[config.mk]
export PLATFORM = sky130hd
export DESIGN_NAME = qam_nibble_packer
export DESIGN_NICKNAME = d
export VERILOG_FILES = /design/src/rtl/qam_nibble_packer.sv
export SDC_FILE = /design/constraint.sdc
export NUM_CORES = 1
export LEC_CHECK = 0
export BUFFER_PORTS_ARGS = -buffer_cell sky130_fd_sc_hd__buf_4
export CORE_MARGIN = 2
export CORE_UTILIZATION = 25
export CTS_CLUSTER_DIAMETER = 40
export DETAILED_ROUTE_END_ITERATION = 7
export GPL_TIMING_DRIVEN = 0
export PLACE_DENSITY = 0.46
export SYNTH_ARGS = -nofsm -noshare
export SYNTH_HDL_FRONTEND = slang
export SYNTH_SLANG_ARGS = --single-unit
[constraint.sdc]
create_clock -name symbol_clock -period 5.2 [get_ports symbol_clock]
set_clock_uncertainty 0.05 [all_clocks]
set_input_delay 0.26 -clock symbol_clock [delete_from_list [all_inputs] [get_ports symbol_clock]]
set_output_delay 0.26 -clock symbol_clock [all_outputs]
set_load 0.01 [all_outputs]
[src/rtl/qam_nibble_packer.sv]
// Purpose: finds a sync byte in the demapped nibble stream, packs payload nibble pairs into bytes, and queues the bytes in a FIFO.
// Latency: a byte is visible on byte_out one edge after its second nibble is accepted, when the FIFO was empty (head is first-word fall-through).
// Backpressure: upstream has none. When the FIFO is full and nothing pops, the new byte is dropped and the sticky overflow flag is set.
module qam_nibble_packer #(
  parameter logic [7:0] SYNC_BYTE   = 8'hA5,
  parameter int         PAYLOAD_LEN = 16,
  parameter int         FIFO_DEPTH  = 8,
  parameter int         LEVEL_W     = 4
) (
  input  logic               symbol_clock,
  input  logic               rst,
  input  logic [3:0]         sym_in,
  input  logic               sym_valid,
  output logic [7:0]         byte_out,
  output logic               byte_valid,
  input  logic               byte_ready,
  output logic               locked,
  output logic               frame_start,
  output logic               overflow,
  input  logic               clr_overflow,
  output logic [LEVEL_W-1:0] fifo_level
);

  localparam int                 AW       = (FIFO_DEPTH > 1) ? $clog2(FIFO_DEPTH) : 1;
  localparam logic [7:0]         LAST_IDX = 8'(PAYLOAD_LEN - 1);
  localparam logic [LEVEL_W-1:0] DEPTH_L  = LEVEL_W'(FIFO_DEPTH);

  typedef enum logic {
    HUNT   = 1'b0,
    LOCKED = 1'b1
  } state_e;

  // Framing state
  state_e     state_q, state_d;
  logic [3:0] prev_nib_q, prev_nib_d;   // older half of the hunt window
  logic [3:0] hi_q, hi_d;               // high nibble of the byte in progress
  logic       phase_q, phase_d;         // 1 once the high nibble is held
  logic [7:0] cnt_q, cnt_d;             // payload bytes completed this frame
  logic       locked_q, locked_d;
  logic       frame_start_q, frame_start_d;

  // Packer to FIFO handoff
  logic       push_req;
  logic [7:0] push_dat;

  // FIFO state
  logic [7:0]         mem_q [FIFO_DEPTH];
  logic [AW-1:0]      wr_ptr_q, wr_ptr_d;
  logic [AW-1:0]      rd_ptr_q, rd_ptr_d;
  logic [LEVEL_W-1:0] level_q, level_d;
  logic               overflow_q, overflow_d;
  logic               fifo_empty, fifo_full;
  logic               pop, push_ok, drop;

  // Next-state for hunt/lock framing and the nibble pairing; only valid symbols advance it
  always_comb begin
    state_d       = state_q;
    prev_nib_d    = prev_nib_q;
    hi_d          = hi_q;
    phase_d       = phase_q;
    cnt_d         = cnt_q;
    frame_start_d = 1'b0;
    push_req      = 1'b0;
    push_dat      = {hi_q, sym_in};
    if (sym_valid) begin
      case (state_q)
        HUNT: begin
          if ({prev_nib_q, sym_in} == SYNC_BYTE) begin
            state_d       = LOCKED;
            prev_nib_d    = 4'h0;
            frame_start_d = 1'b1;
          end else begin
            prev_nib_d = sym_in;
          end
        end
        LOCKED: begin
          if (!phase_q) begin
            hi_d    = sym_in;
            phase_d = 1'b1;
          end else begin
            // A dropped byte still counts, so frame boundaries stay aligned.
            push_req = 1'b1;
            phase_d  = 1'b0;
            if (cnt_q == LAST_IDX) begin
              cnt_d   = 8'd0;
              state_d = HUNT;
            end else begin
              cnt_d = cnt_q + 8'd1;
            end
          end
        end
        default: state_d = HUNT;
      endcase
    end
    locked_d = (state_d == LOCKED);
  end

  // FIFO control: a pop frees a slot on the same edge, so push-on-full with pop is accepted
  always_comb begin
    fifo_empty = (level_q == '0);
    fifo_full  = (level_q == DEPTH_L);
    pop        = !fifo_empty && byte_ready;
    push_ok    = push_req && (!fifo_full || pop);
    drop       = push_req && fifo_full && !pop;
    wr_ptr_d   = push_ok ? wr_ptr_q + AW'(1) : wr_ptr_q;
    rd_ptr_d   = pop ? rd_ptr_q + AW'(1) : rd_ptr_q;
    level_d    = level_q;
    if (push_ok && !pop) begin
      level_d = level_q + LEVEL_W'(1);
    end else if (pop && !push_ok) begin
      level_d = level_q - LEVEL_W'(1);
    end
    // A new drop wins over a same-cycle clear.
    if (drop) begin
      overflow_d = 1'b1;
    end else if (clr_overflow) begin
      overflow_d = 1'b0;
    end else begin
      overflow_d = overflow_q;
    end
  end

  // All control state, including the registered FSM outputs, with async reset
  always_ff @(posedge symbol_clock or posedge rst) begin
    if (rst) begin
      state_q       <= HUNT;
      prev_nib_q    <= 4'h0;
      hi_q          <= 4'h0;
      phase_q       <= 1'b0;
      cnt_q         <= 8'd0;
      locked_q      <= 1'b0;
      frame_start_q <= 1'b0;
      wr_ptr_q      <= '0;
      rd_ptr_q      <= '0;
      level_q       <= '0;
      overflow_q    <= 1'b0;
    end else begin
      state_q       <= state_d;
      prev_nib_q    <= prev_nib_d;
      hi_q          <= hi_d;
      phase_q       <= phase_d;
      cnt_q         <= cnt_d;
      locked_q      <= locked_d;
      frame_start_q <= frame_start_d;
      wr_ptr_q      <= wr_ptr_d;
      rd_ptr_q      <= rd_ptr_d;
      level_q       <= level_d;
      overflow_q    <= overflow_d;
    end
  end

  // Storage array; contents are don't-care until written, since the pointers define what is live
  always_ff @(posedge symbol_clock) begin
    if (push_ok) begin
      mem_q[wr_ptr_q] <= push_dat;
    end
  end

  // Fall-through head, forced to zero when empty so reset and idle read back as 0
  always_comb begin
    byte_valid  = !fifo_empty;
    byte_out    = fifo_empty ? 8'h00 : mem_q[rd_ptr_q];
    locked      = locked_q;
    frame_start = frame_start_q;
    overflow    = overflow_q;
    fifo_level  = level_q;
  end

endmodule

# Word level (Yosys, flattened, before mapping)
# Memory sizes are Yosys's and may differ from the RTL's.
# Index checks and enable logic that the tools add are counted.
totals:
  ram_bits: 64
  elab_cells: 58
  n_memories: 1
  reg_bits: 30
  latch_bits: 0
  romBits: 0
op_classes:
  mux: 19
  multipliers: 0
  n_eq_ne: 3
  bitwise_logic: 2
  n_lt_le_gt_ge: 0
  n_reduce_logical: 18
  shift: 0
  n_div: 0
  add_sub_neg: 5
mem_list:
  columns: ["memory", "words", "word_bits", "read_ports", "rd_clocked_by_memory_dff", "wr", "line_no", "source"]
  rows:
  - ["mem_q", 8, 8, 1, 0, 1, "47", "logic [7:0] mem_q [FIFO_DEPTH];"]
ops:
  columns: ["operator", "count"]
  rows:
  - ["$mux 8", 2]
  - ["$mux 1", 13]
  - ["$mux 4", 3]
  - ["$add 8x1->8 const B", 1]
  - ["$eq 8x4->1 const B", 1]
  - ["$eq 8x8->1 const B", 1]
  - ["$add 3x1->3 const B", 2]
  - ["$logic_and 1x1->1", 6]
  - ["$reduce_and 3->1", 2]
  - ["$add 4x1->4 const B", 1]
  - ["$eq 4x4->1 const B", 1]
  - ["$logic_not 1->1", 4]
  - ["$logic_not 4->1", 1]
  - ["$reduce_and 2->1", 2]
  - ["$reduce_bool 2->1", 2]
  - ["$sub 4x1->4 const B", 1]
  - ["$not 1->1", 2]
  - ["$pmux 1 s2", 1]
  - ["$logic_or 1x1->1", 1]

# Depth between registers and ports, before layout
logic_depth:
  ltp_word: 9
  ltp_mapped: 10

# Worst setup path after synthesis
# Ideal clock, no wire load.
synth_path:
  path_type: "reg-to-reg"
  start: "register level_q[1] (netlist: fifo_level[1])"
  end: "register level_q[3] (netlist: fifo_level[3])"
  setup_time_ns: 0.137
  required_time_ns: 5.013
  synth_period_minus_slack_ns: 2.729
  stages_incl_launch_ff: 10
  t_arrival_ns: 2.542
  path_slack_ns: 2.471
  cell_sequence: "dfrtp_1 or4_4 buf_6 nand2_1 ha_1 inv_1 ha_1 or4_1 nand3_1 o221ai_1"
synth_between:
  elab_chain_cells: 8
  elab_cells_between_ends: 16
  classes_between: "add/sub (2); eq/ne (1); mux (2); reduce/logical (11)"
synth_lines:
  columns: ["element", "line_no", "source"]
  rows:
  - ["from (decl)", "50", "logic [LEVEL_W-1:0] level_q, level_d;"]
  - ["from (signal assigned)", "147", "level_q <= level_d;"]
  - ["$logic_not 4->1 *", "100", "fifo_empty = (level_q == '0);"]
  - ["$logic_not 1->1 *", null, null]
  - ["via byte_valid", "15", "output logic byte_valid,"]
  - ["$logic_and 1x1->1 *", "102", "pop = !fifo_empty && byte_ready;"]
  - ["$logic_or 1x1->1", "103", "push_ok = push_req && (!fifo_full || pop);"]
  - ["$logic_and 1x1->1", "103", null]
  - ["$logic_not 1->1", "110", "end else if (pop && !push_ok) begin"]
  - ["$logic_and 1x1->1", "110", null]
  - ["$reduce_bool 2->1 (no source line)", null, null]
# Mark *: on every way through the listed nets, which the timed path passes. The rest lies on a longest branch. The select of a mux whose other input is x is not followed.
# A chain may end at the register's enable or synchronous reset.

# Worst setup path in the final report
layout_path:
  start: "register level_q[1] (netlist: fifo_level[1])"
  end: "register level_q[3] (netlist: fifo_level[3])"
layout_between:
  elab_chain_cells: 8
  elab_cells_between_ends: 16
  classes_between: "add/sub (2); eq/ne (1); mux (2); reduce/logical (11)"
layout_lines:
  columns: ["element", "line_no", "source"]
  rows:
  - ["$logic_not 4->1", "100", null]
  - ["$logic_not 1->1", "102", null]
  - ["$logic_and 1x1->1", "102", null]
  - ["$logic_or 1x1->1 *", "103", null]
  - ["$logic_and 1x1->1 *", "103", null]
  - ["via push_ok", "53", "logic pop, push_ok, drop;"]
  - ["$logic_not 1->1", "110", null]
  - ["$logic_and 1x1->1", "110", null]
  - ["$reduce_bool 2->1 (no source line)", null, null]
# Marks and branches as above.

==> impl_results.md <==
* CTS root buf: clkbuf_16
* LEAKAGE at 0.00175 µW
* Via count at 2118
* Core Box Area at 15300 µm²
* Largest net degree at the start of global routing at 31
* Die height at 129 µm
* Post CTS Setup Buffer Count at 0
* Multi-input gate area at 1200 µm²
* Clock-pin slew on the worst setup and hold paths at 0.07 ns
* Slew headroom at 31.8%
* Max clock buf depth at 2
* Hold Fails Final Rpt at 0
* WP data required at 5.35 ns
* CP Capture Type: flip-flop
* Sum Neg Setup Slack at 0 ns
* Fmax at 336 MHz
* Tightest Hold Check Type: in -> async
* Post-Syn Area at 3930 µm²
* Initial core utilization at 25.7%
* DRT Wirelength at 7960 µm
* Count of flip-flops with a built-in enable after synthesis at 64
* Width of the die at 129 µm
* Cells after Synth at 233
* Most frequent cells in the layout: 64 x edfxtp_1, 30 x dfrtp_1, 26 x buf_4
* Routed len/inst at 16.3 µm
* Design area at 4770 µm²
* Commonest register cell after synthesis: edfxtp_1
* Cell variety after synth at 45
* Worst EP arrival at 3.13 ns
* CTS tree: done
* 1st-pass router iterations at 4
* Syn nets at 249
* Max-Cap Viols at 0
* Synth top area cells: edfxtp_1 49%, dfrtp_1 19%, mux4_2 9.2%
* Skew-Pair Late Insertion Delay at 0.33 ns
* Critical path class: reg -> reg
* Ys Warns at 0
* First-pass GRT wire length at 12800 µm
* Num Clock Sinks at 94
* Die area at 16700 µm²
* Unrepaired setup endpoints after global routing: false
* Fill cells at 1519
* WHS at 0.00423 ns
* Final worst slack at 2.22 ns
* PwrDens at 501 nW/µm²
* Total GRT Usage at 10.5%
* Area grow syn2layout at 21.5%
* Layout cell share with drive strength beyond 1 at 30.0%
* Vias in the first global route at 2285
* Hold-fix buffer count after cts at 0
* PortBufs at 24
* Final min period at 2.98 ns
* Synth Register Bits at 94
* Worst Max-Slew Pin Slew at 1.02 ns
* Antenna Diode Count at 0
* Final number of max-transition violations at 0
* Register area share after synthesis at 68.1%
* CTS resizes at 0
* Post-synth top area share at 49.0%
* Grt ovf at 0
* Num ports at 25
* ANT nets after route at 0
* Ys async rst share at 31.9%
* Avg Cell Area, Syn at 16.8 µm²
* Post-DP Area at 4430 µm²
* Final setup viols at 0
* Row count at 45
* TritonCTS Buffers at 9
* Pre-CTS setup slack at 2.20 ns
* Grt met1 use at 13.4%
* Antenna violations before repair at 0
* Register area at 2670 µm²
* Synth area leader: edfxtp_1
* Peak VDD IR at 0.000168 V
* Initial DRC count at 161
* Met3 usage at 2.81%
* RePlAce Congestion at 0.684
* Commonest non-fill, non-tap cell in the layout: edfxtp_1
* GR met2 Demand/Resource at 17.0%
* Status: completed
* Final Cycle Share at 57.3%
* NumNets Final at 288
* Reg-to-reg slack, setup at 2.22 ns
* Detail Placement HPWL at 5360 µm
* H-tree depth at 3
* Drt drc at 0
* DR vias/cell at 4.34
* Worst-path fanout max at 6
* Global route hottest layer: met2
* CP Launch Type: flip-flop
[cell usage after synthesis (all sizes together), types with 3 or more instances]
cell type,n
and3,4
nand2b,5
clkbuf,3
edfxtp,64
mux2i,3
or3,4
buf,7
or4,3
o21ai,5
nor2,6
xnor2,9
nand2,12
ha,6
a22o,8
nor3,8
inv,4
mux4,16
mux2,9
dfrtp,30
nand3b,3
nand3,4
[final timing paths]
check | start | endpoint | cells after the start
setup / recovery | fifo_level[1]$_DFFE_PP0P_ | fifo_level[3]$_DFFE_PP0P_ | 9
max in group asynchronous | rst | fifo_level[3]$_DFFE_PP0P_ | 3
setup reg to reg | fifo_level[1]$_DFFE_PP0P_ | fifo_level[3]$_DFFE_PP0P_ | 9
min in group symbol_clock | clr_overflow | overflow$_DFFE_PP0P_ | 2
hold / removal | rst | frame_start$_DFF_PP0_ | 2
hold reg to reg | cnt_q[7]$_DFFE_PP0P_ | cnt_q[7]$_DFFE_PP0P_ | 1
[state kept, by name, indices dropped and copies added (netlist names)]
register and count:
cnt_q 8, fifo_level 4, frame_start 1, hi_q 4
locked 1, mem_q 64, overflow 1, phase_q 1
prev_nib_q 4, rd_ptr_q 3, wr_ptr_q 3
[logic make-up after synthesis]
group                    synth area share [%]
adder cells (fa/ha/maj)                  2.42
flip-flops                               68.1
AND/OR/NAND/NOR                          8.13
multiplexers                             12.5
AO/OA/AOI/OAI                            4.27
buffers and inverters                    2.10
XOR/XNOR                                 2.45
[power breakdown]
part           internal (µW)  switching, µW  total [µW]
clock                    421            272         693
combinational            379            325         703
sequential               901           94.5         996
[metrics by stage]
step	power (µW)	cells	utilization (%)
6_report	2390	488	31.3
3_5_place_dp	1730	471	29.0
3_3_place_gp	1720	468	28.6
5_1_grt	2520	488	31.3
2_1_floorplan	1460	233	-
4_1_cts	2430	487	31.1
[per-layer routing]
metal  share of wire (%)  wire length, µm  up-vias
li1                    -                -      993
met1                  46             3680     1090
met2                  49             3900       26
met3                 3.6              283        9
met4                 1.2               97        0
met5                   0                0        -
[final cells by class]
cell class	instances	area share [%]
well taps	211	5.54
multi-input cells	125	25.1
inverters	4	0.315
flip-flops and latches	94	56.0
repair buffers	28	4.98
clock buffers	10	4.80
clock inverters	6	1.84
plain buffers	10	1.42
[worst max-delay path, stage by stage (launching register included)]
cell,delay [ns]
dfrtp_1,0.45
or3_1,0.47
o21ai_2,0.40
inv_2,0.08
ha_1,0.27
inv_1,0.14
ha_1,0.31
or4_1,0.49
nand3_1,0.09
o221ai_1,0.11
(Power assumes the default switching activity.)
